$ cat src/rtl/typ_mem_pkg.sv
// Shared typing for the typed-memory load path and TypCompute operands.
package typ_mem_pkg;

    localparam int unsigned XLEN       = 32;
    localparam int unsigned NUM_WORDS  = 4;
    localparam int unsigned ADDR_W     = 32;
    localparam int unsigned TAG_W      = $clog2(NUM_WORDS);
    localparam int unsigned WORD_BYTES = 4;
    localparam int unsigned DATA_W     = NUM_WORDS * XLEN;

    typedef enum logic [1:0] {
        IDLE  = 2'd0,
        ISSUE = 2'd1,
        WAIT  = 2'd2,
        DONE  = 2'd3
    } state_t;

    // Word read request payload
    typedef struct packed {
        logic [ADDR_W-1:0] addr;
        logic [TAG_W-1:0]  tag;
    } mem_req_t;

endpackage

$ cat src/rtl/typ_gather_buf.sv
// Slot registers that collect out-of-order word responses into one packed value.
module typ_gather_buf
    import typ_mem_pkg::*;
(
    input  logic              clock,
    input  logic              reset,
    input  logic              clear,
    input  logic              wr_en,
    input  logic [TAG_W-1:0]  wr_tag,
    input  logic [XLEN-1:0]   wr_data,
    output logic [DATA_W-1:0] data,
    output logic              all_rcvd_c,
    output logic              dup_hit_c
);

    logic [NUM_WORDS-1:0] mask_q, mask_d;
    logic [DATA_W-1:0]    data_q, data_d;
    logic [NUM_WORDS-1:0] wr_onehot;
    logic                 accept;

    // Decode the write, reject duplicates (first data wins), compute next slots/mask
    always_comb begin
        wr_onehot         = '0;
        wr_onehot[wr_tag] = 1'b1;
        dup_hit_c         = wr_en & (|(mask_q & wr_onehot));
        accept            = wr_en & ~dup_hit_c;
        mask_d            = mask_q;
        data_d            = data_q;
        if (clear) begin
            mask_d = '0;
        end
        if (accept) begin
            mask_d = mask_d | wr_onehot;
        end
        for (int unsigned i = 0; i < NUM_WORDS; i++) begin
            if (accept && wr_onehot[i]) begin
                data_d[i*XLEN +: XLEN] = wr_data;
            end
        end
        // Completion includes a response landing this cycle
        all_rcvd_c = &(mask_q | (accept ? wr_onehot : '0));
    end

    // Slot and mask registers
    always_ff @(posedge clock) begin
        if (reset) begin
            mask_q <= '0;
            data_q <= '0;
        end else begin
            mask_q <= mask_d;
            data_q <= data_d;
        end
    end

    assign data = data_q;

endmodule

$ cat src/rtl/typ_load_gather.sv
// Typed load stage: issues NUM_WORDS word reads from a base address and gathers the
// (possibly reordered) responses into one packed operand for TypCompute.
module typ_load_gather
    import typ_mem_pkg::*;
(
    input  logic              clock,
    input  logic              reset,
    input  logic              io_in_valid,
    output logic              io_in_ready,
    input  logic [ADDR_W-1:0] io_in_addr,
    output logic              io_mem_req_valid,
    input  logic              io_mem_req_ready,
    output logic [ADDR_W-1:0] io_mem_req_addr,
    output logic [TAG_W-1:0]  io_mem_req_tag,
    input  logic              io_mem_resp_valid,
    input  logic [TAG_W-1:0]  io_mem_resp_tag,
    input  logic [XLEN-1:0]   io_mem_resp_data,
    output logic              io_out_valid,
    input  logic              io_out_ready,
    output logic [DATA_W-1:0] io_out_data,
    output logic              io_err
);

    state_t            state_q, state_d;
    logic [TAG_W-1:0]  issue_cnt_q, issue_cnt_d;
    logic [ADDR_W-1:0] base_q, base_d;
    logic              err_q, err_d;

    logic              buf_clear;
    logic              buf_wr_en;
    logic              all_rcvd_c;
    logic              dup_hit_c;
    logic              resp_active;
    logic              tag_ok;
    logic              req_fire;
    logic              last_issue;
    mem_req_t          req;

    // Next state, issue counter, base latch and sticky error
    always_comb begin
        state_d     = state_q;
        issue_cnt_d = issue_cnt_q;
        base_d      = base_q;
        buf_clear   = 1'b0;
        resp_active = (state_q == ISSUE) || (state_q == WAIT);
        tag_ok      = ({1'b0, io_mem_resp_tag} < (TAG_W+1)'(NUM_WORDS));
        buf_wr_en   = io_mem_resp_valid & resp_active & tag_ok;
        req_fire    = (state_q == ISSUE) & io_mem_req_ready;
        last_issue  = (issue_cnt_q == TAG_W'(NUM_WORDS - 1));
        err_d       = err_q | (io_mem_resp_valid & (~resp_active | ~tag_ok | dup_hit_c));

        case (state_q)
            IDLE: begin
                if (io_in_valid) begin
                    base_d      = io_in_addr;
                    issue_cnt_d = '0;
                    buf_clear   = 1'b1;
                    state_d     = ISSUE;
                end
            end
            ISSUE: begin
                if (req_fire) begin
                    issue_cnt_d = issue_cnt_q + TAG_W'(1);
                    if (last_issue) begin
                        state_d = all_rcvd_c ? DONE : WAIT;
                    end
                end
            end
            WAIT: begin
                if (all_rcvd_c) begin
                    state_d = DONE;
                end
            end
            DONE: begin
                if (io_out_ready) begin
                    state_d = IDLE;
                end
            end
            default: state_d = IDLE;
        endcase
    end

    // Control registers
    always_ff @(posedge clock) begin
        if (reset) begin
            state_q     <= IDLE;
            issue_cnt_q <= '0;
            base_q      <= '0;
            err_q       <= 1'b0;
        end else begin
            state_q     <= state_d;
            issue_cnt_q <= issue_cnt_d;
            base_q      <= base_d;
            err_q       <= err_d;
        end
    end

    typ_gather_buf u_buf (
        .clock      (clock),
        .reset      (reset),
        .clear      (buf_clear),
        .wr_en      (buf_wr_en),
        .wr_tag     (io_mem_resp_tag),
        .wr_data    (io_mem_resp_data),
        .data       (io_out_data),
        .all_rcvd_c (all_rcvd_c),
        .dup_hit_c  (dup_hit_c)
    );

    // Outputs decoded from registered state; forced low while reset is held
    always_comb begin
        req.addr         = base_q + ADDR_W'(issue_cnt_q) * ADDR_W'(WORD_BYTES);
        req.tag          = issue_cnt_q;
        io_mem_req_addr  = req.addr;
        io_mem_req_tag   = req.tag;
        io_in_ready      = ~reset & (state_q == IDLE);
        io_mem_req_valid = ~reset & (state_q == ISSUE);
        io_out_valid     = ~reset & (state_q == DONE);
        io_err           = ~reset & err_q;
    end

endmodule

$ cat config.mk
export PLATFORM = sky130hd
export DESIGN_NAME = typ_load_gather
export DESIGN_NICKNAME = d
export VERILOG_FILES = /design/src/rtl/typ_mem_pkg.sv /design/src/rtl/typ_gather_buf.sv /design/src/rtl/typ_load_gather.sv
export SDC_FILE = /design/constraint.sdc
export NUM_CORES = 1
export LEC_CHECK = 0
export ABC_AREA = 1
export CORE_MARGIN = 2
export CORE_UTILIZATION = 45
export CTS_CLUSTER_DIAMETER = 120
export DETAILED_ROUTE_END_ITERATION = 16
export DONT_BUFFER_PORTS = 1
export MAX_ROUTING_LAYER = met4
export PLACE_DENSITY = 0.61
export SLEW_MARGIN = 0
export SYNTH_ARGS = -nofsm -noshare
export SYNTH_HDL_FRONTEND = slang
export SYNTH_SLANG_ARGS = --single-unit
$ cat constraint.sdc
create_clock -name clock -period 5 [get_ports clock]
set_clock_uncertainty 0.15 [all_clocks]
set_input_delay 0.5 -clock clock [delete_from_list [all_inputs] [get_ports clock]]
set_output_delay 0.5 -clock clock [all_outputs]
set_load 0.005 [all_outputs]
Word level (Yosys, flattened, before mapping). Index checks and enable logic that the tools add are counted. W data, S select, Z words.

Bits in registers: 169. Logic and storage cells: 69.

Add/sub/neg operators: 2. Magnitude comparators: 2. Equal/unequal tests: 9. Muxes and demuxes: 17. Bitwise logic cells: 17. Reductions and logical operators: 13.

Operators by type and width (number): $add A32 B4 Y32 (1); $mux W2 (7); $mux W4 (3); $ne A2 B2 Y1 const B (5); $and A1 B1 Y1 (9); $or A4 B4 Y4 (2); $pmux W2 S4 (1); $eq A2 B2 Y1 const B (3); $logic_and A1 B1 Y1 (5); $reduce_and A5 Y1 (1); $and A4 B4 Y4 (1); $mux W1 (4); $pmux W2 S2 (1); $reduce_and A4 Y1 (1); $reduce_or A4 Y1 (1); $lt A2 B3 Y1 const B (1); $not A1 Y1 (3); $reduce_and A3 Y1 (1); $add A2 B1 Y2 const B (1); $demux W1 S2 (1); $eq A2 B1 Y1 const B (1); $ge A2 B1 Y1 const B (1); $logic_not A2 Y1 (1); $or A1 B1 Y1 (2); 3 further kinds (3).

Depth between registers and ports, before layout.
Depth in word-level cells: 16. Depth in mapped cells: 12.

Hierarchy. From an unflattened synthesis, not the netlist that was laid out.

Cells, all modules: 1005. Area total of the unflattened synthesis: 7509.7 um^2.

By module, submodules not included: typ_gather_buf (times used 1, cells each 626, area an instance 5149.9 um^2, sequential area each 2642.5 um^2); typ_load_gather (times used 1, cells each 379, area an instance 2359.8 um^2, sequential area each 740.7 um^2).

Worst setup path after synthesis. No wires, ideal clock.

Path kind: register to output. Start point: register issue_cnt_q[0] (netlist: io_mem_req_tag[0]). End point: output port io_mem_req_addr[28]. Data arrival time: 2.188 ns. Required time: 4.350 ns. Path slack: 2.162 ns. Cell stages (with the launch flop): 13. Path through: dfxtp_1 -> ha_1 -> inv_1 -> fa_1 -> or2_4 -> nor3_4 -> nand2_2 -> nor2_4 -> nand2_4 -> nor2_8 -> nand2_4 -> nor2_2 -> xor2_1.

Cells in the longest elaborated chain, start to end: 1.

Ends and longest elaborated chain: start, declared (line typ_load_gather.sv:25) `logic [TAG_W-1:0] issue_cnt_q, issue_cnt_d;`; start signal, assigned (line typ_load_gather.sv:92) `issue_cnt_q <= issue_cnt_d;`; $add A32 B4 Y32 (line typ_load_gather.sv:112) `req.addr = base_q + ADDR_W'(issue_cnt_q) * ADDR_W'(WORD_BYTES);`; end, declared (line typ_load_gather.sv:13) `output logic [ADDR_W-1:0] io_mem_req_addr,`.

No other way between the ends.

Final worst setup path. Same ends and word-level chain as after synthesis.

==> results.sh <==
export IMPL_synth_yosys_warnings=0
export IMPL_final_layout_size_suffix_gt1_share_pct=6.24
export IMPL_cts_made_buffers=17
export IMPL_ys_async_sr_fraction_pct=0
export IMPL_syn_num_nets=963
export IMPL_place_gp_congestion=0.854
export IMPL_timing_slew_headroom_pct=45.2
export IMPL_cell_area_power_density_nw_per_um2=495
export IMPL_hpwl_mm=11.5
export IMPL_share_clk_of_total_power_pct=34.4
export IMPL_post_route_util_pct=51.1
export IMPL_die_area_um2=16100
export IMPL_ys_types=36
export IMPL_yosys_cell_count_top_type="sky130_fd_sc_hd__dfxtp_1"
export IMPL_timing_hold_violations_final=0
export IMPL_power_leakage_nw=2.77
export IMPL_first_global_vias=5157
export IMPL_synth_edf_count=0
export IMPL_internal_power_mw=2.50
export IMPL_sw_frac_of_total_pct=32.4
export IMPL_clk_transition_reported_paths_ps=70
export IMPL_holdCritStartpoint="io_mem_resp_valid"
export IMPL_port_buffer_count=0
export IMPL_synthFlopType="sky130_fd_sc_hd__dfxtp_1"
export IMPL_post_cts_setup_buffer_count=0
export IMPL_synth_top_cells_by_area="sky130_fd_sc_hd__dfxtp_1 50%, sky130_fd_sc_hd__o21ai_0 11%, sky130_fd_sc_hd__a21oi_1 10%"
export IMPL_final_count_of_negative_setup_slack_endpoints=0
export IMPL_nNetsFinal=935
export IMPL_floorplan_rows=44
export IMPL_path_max_fanout=5
export IMPL_tightest_slew_ps=823
export IMPL_htreeDepth=4
export IMPL_die_h_um=127
export IMPL_global_route_usage_total_pct=21.6
export IMPL_routed_via_count=5332
export IMPL_critPathLaunch="io_mem_req_tag[0]$_SDFFE_PP0P_"
export IMPL_grt_max_degree=101
export IMPL_synth_yosys_seq_area_share_pct=49.6
export IMPL_placeableCoreArea_um2=14600
export IMPL_overflow=0
export IMPL_maximum_ir_drop_on_the_vdd_rail_mv=0.243
export IMPL_syn_inst=882
export IMPL_routed_wirelength_mm=16.8
export IMPL_timing_final_crit_share_pct=69.7
export IMPL_effective_utilization_at_floorplan_pct=46.5
export IMPL_worst_ep_required_time_ps=4350
export IMPL_num_antenna_cells=0
export IMPL_routedWlPerCell_um=16.0
export IMPL_first_pass_grt_wire_length_mm=27.0
export IMPL_yosysTopAreaCellShare_pct=49.6
export IMPL_tritoncts="done"
export IMPL_synthToLayoutAreaGrowth_pct=9.75
export IMPL_clock_path_buffers=2
export IMPL_remaining_drc_errors=0
export IMPL_netlist_area_um2=6820
export IMPL_power_share_sequential_pct=47.3
export IMPL_grt_setup_unrepaired="false"
export IMPL_status="finished clean"
export IMPL_clk_insertion_delay_late_ps=410
export IMPL_top_cell_type_by_total_area_after_synthesis="sky130_fd_sc_hd__dfxtp_1"
export IMPL_timing_max_cap_violations=0
export IMPL_cts_num_sinks=169
export IMPL_worst_setup_path_start_kind="register"
export IMPL_filler_cell_count=1476
export IMPL_vias_per_cell=5.08
export IMPL_combinationalPowerShare_pct=18.3
export IMPL_ys_top_cells_by_count="169 x sky130_fd_sc_hd__dfxtp_1, 154 x sky130_fd_sc_hd__inv_1, 152 x sky130_fd_sc_hd__o21ai_0, 143 x sky130_fd_sc_hd__a21oi_1, 72 x sky130_fd_sc_hd__nor2_1"
export IMPL_grt_antenna_before_repair=0
export IMPL_worst_r2r_startpoint="state_q[0]$_SDFFE_PP0P_"
export IMPL_cts_root_buf="sky130_fd_sc_hd__clkbuf_16"
export IMPL_worstSetupEndpointType="output port"
export IMPL_drt_pre_antenna_iters=4
export IMPL_hold_crit_class="input pin to register"
export IMPL_final_period_minus_worst_setup_slack_ps=3490
export IMPL_arrival_ps=2840
export IMPL_synth_seq_cells=169
export IMPL_pin_count=238
export IMPL_report_final_slew_viol_count=0
export IMPL_die_x_um=127
export IMPL_syn_mean_instance_area_um2=7.73
export IMPL_dr_first_iter_drc_count=245
export IMPL_timing_worst_setup_path_type="register to output port"
export IMPL_setup_tns_final_ps=0
export IMPL_highest_achievable_clock_rate_ghz=0.287
export IMPL_drtAntennaViolNets=0
export IMPL_power_switching_mw=1.20
[path summary, 6_finish.rpt]
kind | to | slack (ps) | cells after the start
setup / recovery | io_mem_req_addr[28] | 1510 | 12
hold / removal | err_q$_SDFF_PP0_ | 90 | 1
setup reg to reg | u_buf.data[115]$_SDFFE_PP0P_ | 2350 | 8
hold reg to reg | u_buf.data[40]$_SDFFE_PP0P_ | 320 | 2
[area by class of cell]
cell class              instances  area (um2)  area share [%]
flip-flops and latches        169        3380            45.2
multi-input cells             501        2640            35.3
well taps                     184         230            3.08
repair buffers                  7        55.1           0.736
clock inverters                13         134            1.79
inverters                     158         596            7.96
clock buffers                  18         439            5.87
[routing by layer]
layer | vias to the layer above | global-route usage (%) | routed length, um
met4 | 0 | 8.47 | 450
met1 | 2341 | 25.7 | 7260
met2 | 189 | 33.0 | 7510
li1 | 2771 | - | -
met5 | - | - | 0
met3 | 31 | 8.38 | 1540
[flip-flops by register name (all words and copies together), names as in the netlist]
name            cells
io_mem_req_tag      2
u_buf.mask_q        4
u_buf.data        128
err_q               1
base_q             32
state_q             2
[metrics by stage]
stage / power (mW) / hold WS [ps] / setup slack, ps / cell area [um2] / cells
after floorplan: 2.28 / 290 / 2160 / 6820 / 882
after global placement: 2.45 / 303 / 1960 / 6900 / 1018
after detailed placement: 2.47 / 309 / 1910 / 6900 / 1018
after CTS: 3.75 / 64.2 / 1460 / 7480 / 1050
after global routing: 3.95 / 71.3 / 1350 / 7480 / 1050
final: 3.70 / 90.0 / 1510 / 7480 / 1050
[worst max-delay path: stages, from the launching register on]
cell                      delay (ps)
sky130_fd_sc_hd__dfxtp_1         440
sky130_fd_sc_hd__ha_1            210
sky130_fd_sc_hd__inv_1            60
sky130_fd_sc_hd__fa_1            400
sky130_fd_sc_hd__or2_4           280
sky130_fd_sc_hd__nor3_4          210
sky130_fd_sc_hd__nand2_2         120
sky130_fd_sc_hd__nor2_4          150
sky130_fd_sc_hd__nand2_4          90
sky130_fd_sc_hd__nor2_8          130
sky130_fd_sc_hd__nand2_4          60
sky130_fd_sc_hd__nor2_2           80
sky130_fd_sc_hd__xor2_1          180
[cell families after synthesis]
family / after synthesis / synth area share [%]
DFF: 169 / 49.6
adders and majority gates: 9 / 1.76
buffers and inverters: 212 / 11.8
AOI/OAI and AO/OA: 309 / 22.9
xor gates and xnor gates: 28 / 3.60
and+or+nand+nor: 155 / 10.4
[power groups by stage]
stage          clock (mW)  sequential (mW)  combinational, mW
3_5_place_dp            0             1.79              0.683
5_1_grt              1.36             1.78              0.804
2_1_floorplan           0             1.72              0.562
3_3_place_gp            0             1.78              0.669
6_report             1.27             1.75              0.677
4_1_cts              1.31             1.76              0.687
[layout by cell type (no fill, tap or decap), drive strengths merged, types with 10 or more instances in the layout]
cell    count
nor2       76
dfxtp     169
o21ai     161
clkbuf     18
nand2      49
inv       164
nand4      10
xnor2      13
a21oi     143
xor2       15
[timing repair]
action | CTS | global route
hold endpoints to repair | 6 | 0
endpoints found under the setup margin | 0 | 0
hold buffers | 1 | 0
gates resized for setup | 0 | 0
(Power assumes the default switching activity.)
